### src/rtl/serial_to_parallel_if.sv
// Serial receive link bundle: bit stream in, completed word + status out.
// Latency: n/a (wiring only).
// Backpressure: VALID/ACK on DOUT; the serial side has none (EN only paces bits).
interface serial_to_parallel_if #(
  parameter int N = 8
);
  logic         EN;
  logic         SIN;
  logic         SYNC;
  logic         ACK;
  logic [N-1:0] DOUT;
  logic         VALID;
  logic         BUSY;
  logic         OVERRUN;
  logic         PERR;

  // Producer of the serial stream and consumer of the words
  modport master (
    output EN, SIN, SYNC, ACK,
    input  DOUT, VALID, BUSY, OVERRUN, PERR
  );

  // The receiver itself
  modport slave (
    input  EN, SIN, SYNC, ACK,
    output DOUT, VALID, BUSY, OVERRUN, PERR
  );
endinterface

### src/rtl/serial_to_parallel.sv
// LSB-first serial-to-parallel receiver with SYNC word alignment and sticky overrun.
// Latency: word visible on DOUT/VALID right after the edge sampling its last bit.
// Backpressure: none on the stream; a word finishing while VALID=1 and ACK=0 is dropped (OVERRUN).
// Optional: define PARITY_CHECK_EN to expect an even-parity bit after each word (drives PERR).
module serial_to_parallel #(
  parameter int N = 8
) (
  input  logic                  CLK,
  input  logic                  N_RESET,
  serial_to_parallel_if.slave   bus
);

`ifdef PARITY_CHECK_EN
  // Whole word must be held while the parity bit is awaited.
  localparam int SR_W = N;
`else
  // Nth bit goes straight into DOUT, so only N-1 bits need storing.
  localparam int SR_W = N - 1;
`endif
  localparam int CW = $clog2(N + 1);

  typedef enum logic [1:0] {
    IDLE   = 2'd0,
    SHIFT  = 2'd1,
    PARITY = 2'd2
  } state_t;

  state_t          state_q, state_d;
  logic [SR_W-1:0] sr_q, sr_d, sr_shift;
  logic [CW-1:0]   cnt_q, cnt_d;
  logic [N-1:0]    dout_q, dout_d, word;
  logic            valid_q, valid_d;
  logic            overrun_q, overrun_d;
  logic            perr_q, perr_d, word_perr;
  logic            complete;

  // State register and all datapath flops
  always_ff @(posedge CLK or negedge N_RESET) begin
    if (!N_RESET) begin
      state_q   <= IDLE;
      sr_q      <= '0;
      cnt_q     <= '0;
      dout_q    <= '0;
      valid_q   <= 1'b0;
      overrun_q <= 1'b0;
      perr_q    <= 1'b0;
    end else begin
      state_q   <= state_d;
      sr_q      <= sr_d;
      cnt_q     <= cnt_d;
      dout_q    <= dout_d;
      valid_q   <= valid_d;
      overrun_q <= overrun_d;
      perr_q    <= perr_d;
    end
  end

  // Next-state: SYNC starts/restarts a word, the last bit returns to IDLE
  always_comb begin
    state_d = state_q;
    case (state_q)
      IDLE: begin
        if (bus.EN && bus.SYNC) state_d = SHIFT;
      end
      SHIFT: begin
        if (bus.EN && !bus.SYNC && cnt_q == CW'(N - 1)) begin
`ifdef PARITY_CHECK_EN
          state_d = PARITY;
`else
          state_d = IDLE;
`endif
        end
      end
`ifdef PARITY_CHECK_EN
      PARITY: begin
        if (bus.EN) state_d = bus.SYNC ? SHIFT : IDLE;
      end
`endif
      default: state_d = IDLE;
    endcase
  end

  // Shifting, word completion and the VALID/ACK/OVERRUN handshake
  always_comb begin
    sr_shift           = sr_q >> 1;
    sr_shift[SR_W-1]   = bus.SIN;
    sr_d               = sr_q;
    cnt_d              = cnt_q;
    complete           = 1'b0;
    word               = '0;
    word_perr          = 1'b0;

    if (bus.EN) begin
      case (state_q)
        IDLE: begin
          if (bus.SYNC) begin
            sr_d  = sr_shift;
            cnt_d = CW'(1);
          end
        end
        SHIFT: begin
          sr_d  = sr_shift;
          cnt_d = bus.SYNC ? CW'(1) : cnt_q + CW'(1);
`ifndef PARITY_CHECK_EN
          if (!bus.SYNC && cnt_q == CW'(N - 1)) begin
            complete = 1'b1;
            word     = {bus.SIN, sr_q};
          end
`endif
        end
`ifdef PARITY_CHECK_EN
        PARITY: begin
          if (bus.SYNC) begin
            sr_d  = sr_shift;
            cnt_d = CW'(1);
          end else begin
            complete  = 1'b1;
            word      = sr_q;
            word_perr = (^sr_q) ^ bus.SIN;
          end
        end
`endif
        default: ;
      endcase
    end

    dout_d    = dout_q;
    valid_d   = valid_q;
    overrun_d = overrun_q;
    perr_d    = perr_q;
    if (complete) begin
      if (!valid_q || bus.ACK) begin
        dout_d    = word;
        perr_d    = word_perr;
        valid_d   = 1'b1;
        overrun_d = 1'b0;
      end else begin
        overrun_d = 1'b1;
      end
    end else if (bus.ACK && valid_q) begin
      valid_d   = 1'b0;
      overrun_d = 1'b0;
    end
  end

  assign bus.DOUT    = dout_q;
  assign bus.VALID   = valid_q;
  assign bus.BUSY    = (state_q != IDLE);
  assign bus.OVERRUN = overrun_q;
  assign bus.PERR    = perr_q;

endmodule

### src/flat_wrapper.sv
// flat-port wrapper written by rule: the top's interface ports become plain ports
module serial_to_parallel_flat 
#(
  parameter int N = 8
)
  (CLK, N_RESET, bus_EN, bus_SIN, bus_SYNC, bus_ACK, bus_DOUT, bus_VALID, bus_BUSY, bus_OVERRUN, bus_PERR);
  serial_to_parallel_if #(.N(N)) bus_i ();
  input  logic CLK;
  input  logic N_RESET;
  input wire logic [$bits(bus_i.EN)-1:0] bus_EN;
  input wire logic [$bits(bus_i.SIN)-1:0] bus_SIN;
  input wire logic [$bits(bus_i.SYNC)-1:0] bus_SYNC;
  input wire logic [$bits(bus_i.ACK)-1:0] bus_ACK;
  output wire logic [$bits(bus_i.DOUT)-1:0] bus_DOUT;
  output wire logic [$bits(bus_i.VALID)-1:0] bus_VALID;
  output wire logic [$bits(bus_i.BUSY)-1:0] bus_BUSY;
  output wire logic [$bits(bus_i.OVERRUN)-1:0] bus_OVERRUN;
  output wire logic [$bits(bus_i.PERR)-1:0] bus_PERR;
  assign bus_i.EN = bus_EN;
  assign bus_i.SIN = bus_SIN;
  assign bus_i.SYNC = bus_SYNC;
  assign bus_i.ACK = bus_ACK;
  assign bus_DOUT = bus_i.DOUT;
  assign bus_VALID = bus_i.VALID;
  assign bus_BUSY = bus_i.BUSY;
  assign bus_OVERRUN = bus_i.OVERRUN;
  assign bus_PERR = bus_i.PERR;
  serial_to_parallel #(.N(N)) u_core (.CLK(CLK), .N_RESET(N_RESET), .bus(bus_i));
endmodule
### config.mk
export PLATFORM = sky130hd
export DESIGN_NAME = serial_to_parallel_flat
export DESIGN_NICKNAME = d
export VERILOG_FILES = /design/src/rtl/serial_to_parallel_if.sv /design/src/rtl/serial_to_parallel.sv /design/src/flat_wrapper.sv
export SDC_FILE = /design/constraint.sdc
export NUM_CORES = 1
export LEC_CHECK = 0
export CORE_MARGIN = 2
export CORE_UTILIZATION = 53
export CTS_CLUSTER_SIZE = 8
export DETAILED_ROUTE_END_ITERATION = 7
export PLACE_DENSITY = 0.91
export SYNTH_ARGS = -nofsm -noshare
export SYNTH_HDL_FRONTEND = slang
export SYNTH_SLANG_ARGS = --single-unit
### constraint.sdc
create_clock -name CLK -period 3.9 [get_ports CLK]
set_input_delay 0.39 -clock CLK [delete_from_list [all_inputs] [get_ports CLK]]
set_output_delay 0.39 -clock CLK [all_outputs]
set_load 0.01 [all_outputs]
# Yosys cells after proc, flatten, opt, wreduce, memory -nomap -nowiden
# Cells that the tools add are included.
# op_classes
add_sub_neg	1
eq_ne	6
mux	19
n_reduce_logical	16
# op_table
op	n
2-to-1 mux 8 bit	3
case mux 7 bit (2 select lines)	1
2-to-1 mux 1 bit	8
2-to-1 mux 4 bit	2
case mux 4 bit (2 select lines)	1
2-to-1 mux 7 bit	1
AND reduction 2 bit	3
nonzero test 2 bit	3
logical AND 1 bit	5
adder 4 x 1 -> 4 bit, second input constant	1
equality test 4 x 3 -> 1 bit, second input constant	1
2-to-1 mux 2 bit	2
!= test 2 x 1 -> 1 bit, second input constant	2
!= test 2 bit, second input constant	2
case mux 2 bit (2 select lines)	1
AND reduction 3 bit	1
equality test 2 x 1 -> 1 bit, second input constant	1
zero test 1 bit	2
zero test 2 bit	1
logical OR 1 bit	1
# word_totals
reg_bits	23
in_bits	6
out_inout_bits	12
word_cells	48

# Logic depth before layout (Yosys ltp)
# logic_depth
ltp_word	7
ltp_mapped	4
ltp_nobuf	4

# Least setup slack after synthesis
# OpenSTA, ideal clock, no wires.
# synth_timing
kind	register to register
start	register u_core.cnt_q[0]
end	register u_core.dout_q[7], in the netlist u_core.bus.DOUT[7]
setup_ns	0.125
arrival_ns	1.427
required_ns	3.775
setup_slack_ns	2.348
stages_incl_launch_ff	5
path_buffers	0
synth_period_minus_slack_ns	1.552
cell_sequence	dfrtp_1 -> ha_1 -> nand4b_4 -> nor3_4 -> mux2_2
# synth_between
elab_chain_len	6
word_cells_on_any_way	9
classes_between	eq/ne: 1; mux: 6; reduce/logical: 2
# synth_rtl
item	line	source
start, declared	serial_to_parallel.sv:30	logic [CW-1:0] cnt_q, cnt_d;
start signal, assigned	serial_to_parallel.sv:50	cnt_q <= cnt_d;
equality test 4 x 3 -> 1 bit *	serial_to_parallel.sv:105	if (!bus.SYNC && cnt_q == CW'(N - 1)) begin
logical AND 1 bit *	serial_to_parallel.sv:105	
2-to-1 mux 1 bit	serial_to_parallel.sv:105	
2-to-1 mux 1 bit	serial_to_parallel.sv:94	case (state_q)
2-to-1 mux 1 bit	serial_to_parallel.sv:93	if (bus.EN) begin
AND reduction 2 bit (no line)	-	
end signal, assigned	serial_to_parallel.sv:51	dout_q <= dout_d;
end, declared	serial_to_parallel.sv:31	logic [N-1:0] dout_q, dout_d, word;
# Every way passes the cells marked *; elsewhere a longest branch is shown, timed or not.
# A chain may end at the register's enable or synchronous reset.

# Final worst setup path
# layout_timing
start	register u_core.state_q[0]
end	output bus_BUSY
# layout_between
elab_chain_len	1
# layout_rtl
item	line	source
start, declared	serial_to_parallel.sv:28	state_t state_q, state_d;
start signal, assigned	serial_to_parallel.sv:48	state_q <= state_d;
nonzero test 2 bit	serial_to_parallel.sv:148	assign bus.BUSY = (state_q != IDLE);
end, declared	flat_wrapper.sv:16	output wire logic [$bits(bus_i.BUSY)-1:0] bus_BUSY;
# Every way passes these cells.

==> reports/metrics.cfg <==
[logic_synthesis]
synth_area_um2=973
synth_top_area_cell=dfrtp_1
ys_top_cells_by_area=dfrtp_1, mux2_2, nand4b_4
syn_area_per_cell_um2=13.7
syn-num-nets=78
synth_seq_area_share_pct=56.6
yosysWarnings=0
synth_top_area_share_pct=56.6
ys_types=25
ys_seq_elements=22
synthCells=71

[global_route]
grt_pass1_vias=604
grt_first_pass_wirelength_mm=2.61
grt.total_usage_pct=18.2
grt_max_degree=23
grt-ovfl-total=0
grt_antenna_before_repair=0

[run]
maxCapViolations=0

[floorplan]
ioPinCount=18
initial_core_util_pct=56.4
fp.dieH_um=46.9
die_w_um=46.9
core_area_um2=1730
dieArea_um2=2200
rows=15

[setup_path]
cp_max_fo=11
critical-path-max-stage-delay_ns=0.61
arrival_ns=1.50
start_kind=flip-flop
slowest_stage=clkdlybuf4s50_1
path_class=reg -> out
ff2ff_path_depth=4
cp_top_family=buffers and inverters
crit_buf_inv=1
worstPathCellList=clkdlybuf4s50_1
r2r-end=u_core.bus.DOUT[5]$_DFFE_PN0P_
reg2reg_slack_ns=2.14
required_ns=3.51
end_kind=primary output
timing.rr.start=u_core.cnt_q[0]$_DFFE_PN0P_

[timing]
skew_ns=0.00253
maxSlewHeadroom_pct=37.5
rsz0062_at_grt=no
setup_viol=0
finalHoldViolations=0
tightest_slew_ns=0.934
fmax_mhz=528
drv_slew=0
finalCritPeriodShare_pct=48.6
min_period_ns=1.89
tns_ns=0

[clock_tree]
cts.clk_slew.worst_paths_ns=0.12
cts-root-buf=clkbuf_4
htree_levels=1
clk_latency_ns=0.31
cts_buffers=3
ctsHoldBuffers=0
cts_sinks=22
postCtsSetupRepairBufs=0
cts_tree=done
cts-resized-gates=0
clock_path_buffers=2

[placed_design]
gp_congestion=0.792
port_buffers=16
dp_hpwl_mm=1.08

[hold_path]
hp-start=u_core.bus.OVERRUN$_DFFE_PN0P_
holdCritPathClass=reg -> reg
hold_depth=1
min_to=u_core.bus.OVERRUN$_DFFE_PN0P_

[route]
first_pass_iters=3
drtIter0Drc=3
vias_per_cell=5.29
vias=592
drc=0
wirelength_mm=1.52
avgRoutedWirePerCell_um=13.6
final_antenna_net_count=0

[cells_and_area]
n_antenna_cell=0
mostFrequentLayoutCells=dfrtp_1, clkdlybuf4s50_1, mux2_2, o21a_1, clkbuf_4
finalNetCount=95
final_common_cell=dfrtp_1
syn_to_final_growth_pct=19.9
layout-drive-gt1-share_pct=28.7

[power_and_ir_drop]
power_w=0.000664
power_density_nw_per_um2=569
ir_drop_mv=0.374
p_leak_nw=0.525

[run_status]
outcome=completed

==> cell usage after synthesis, drive strengths merged <==
master and count:
nor3 1, nand4 1, ha 1, nand2b 2
o21ai 1, inv 2, nor2 2, nand4b 1
o22ai 2, nor2b 1, o21a 3, or2 1
buf 4, o311ai 1, a21oi 2, nand2 2
o22a 1, mux2 15, nand3 2, nand3b 1
conb 1, dfrtp 22, and4b 1, o31a 1
==> worst max path at each step <==
stage	startpoint	to	cells past startpoint
after floorplan	u_core.cnt_q[0]$_DFFE_PN0P_	u_core.bus.DOUT[7]$_DFFE_PN0P_	4
after global placement	bus_EN	u_core.bus.DOUT[2]$_DFFE_PN0P_	4
after detailed placement	bus_EN	u_core.bus.DOUT[1]$_DFFE_PN0P_	4
after CTS	u_core.state_q[0]$_DFFE_PN0P_	bus_BUSY	1
after global routing	u_core.state_q[0]$_DFFE_PN0P_	bus_BUSY	1
final	u_core.state_q[0]$_DFFE_PN0P_	bus_BUSY	1
==> worst reg2reg max path, cell delays in order, from the launching register on <==
cell and delay (ns):
dfrtp_1 0.44, ha_1 0.26, nand4b_4 0.15, nor3_4 0.43
mux2_2 0.38
==> routing by layer <==
metal  global-route usage [%]  vias to the layer above  share of wire (%)
li1                         -                      288                  -
met1                     23.3                      286                 46
met2                     26.8                       14                 46
met3                     4.62                        4                4.5
met4                     13.3                        0                3.2
met5                        0                        -                  0
==> metrics by stage <==
stage | utilization, % | setup WS (ns) | area (um2) | instances | hold WS (ns)
2_1_floorplan | - | 2.35 | 973 | 71 | 0.0944
3_5_place_dp | 65.5 | 1.67 | 1130 | 108 | 0.495
6_report | 67.6 | 2.01 | 1170 | 112 | 0.518
3_3_place_gp | 65.5 | 1.75 | 1130 | 108 | 0.479
4_1_cts | 67.6 | 2.00 | 1170 | 112 | 0.526
5_1_grt | 67.6 | 1.92 | 1170 | 112 | 0.534
==> final cells by class <==
type                    count  area (um2)
fillers                   140         559
flip-flops and latches     22         551
clock buffers               4        36.3
inverters                   2        7.51
well taps                  25        31.3
repair buffers             16         160
multi-input cells          43         382
==> sequential cells by signal (all words and copies together), names as in the netlist <==
register	flops
u_core.bus.DOUT	8
u_core.bus.OVERRUN	1
u_core.bus.VALID	1
u_core.cnt_q	4
u_core.sr_q	7
u_core.state_q	1
==> logic make-up after synthesis <==
logic type | Yosys count | share of synthesized area [%]
AOI/OAI and AO/OA | 11 | 8.48
adders and majority gates | 1 | 1.29
buffers and inverters | 6 | 4.24
DFF | 22 | 56.6
muxes | 15 | 17.4
other | 1 | 0.385
and+or+nand+nor | 15 | 11.7
==> power breakdown <==
group / switching [W] / internal (W) / leakage, nW / total [W]
clock network: 0.0000669 / 0.0000570 / 0.0210 / 0.000124
logic: 0.0000711 / 0.000121 / 0.228 / 0.000192
registers: 0.0000516 / 0.000297 / 0.276 / 0.000348
total: 0.000190 / 0.000475 / 0.525 / 0.000664
Power figures use the tool's default switching activity.
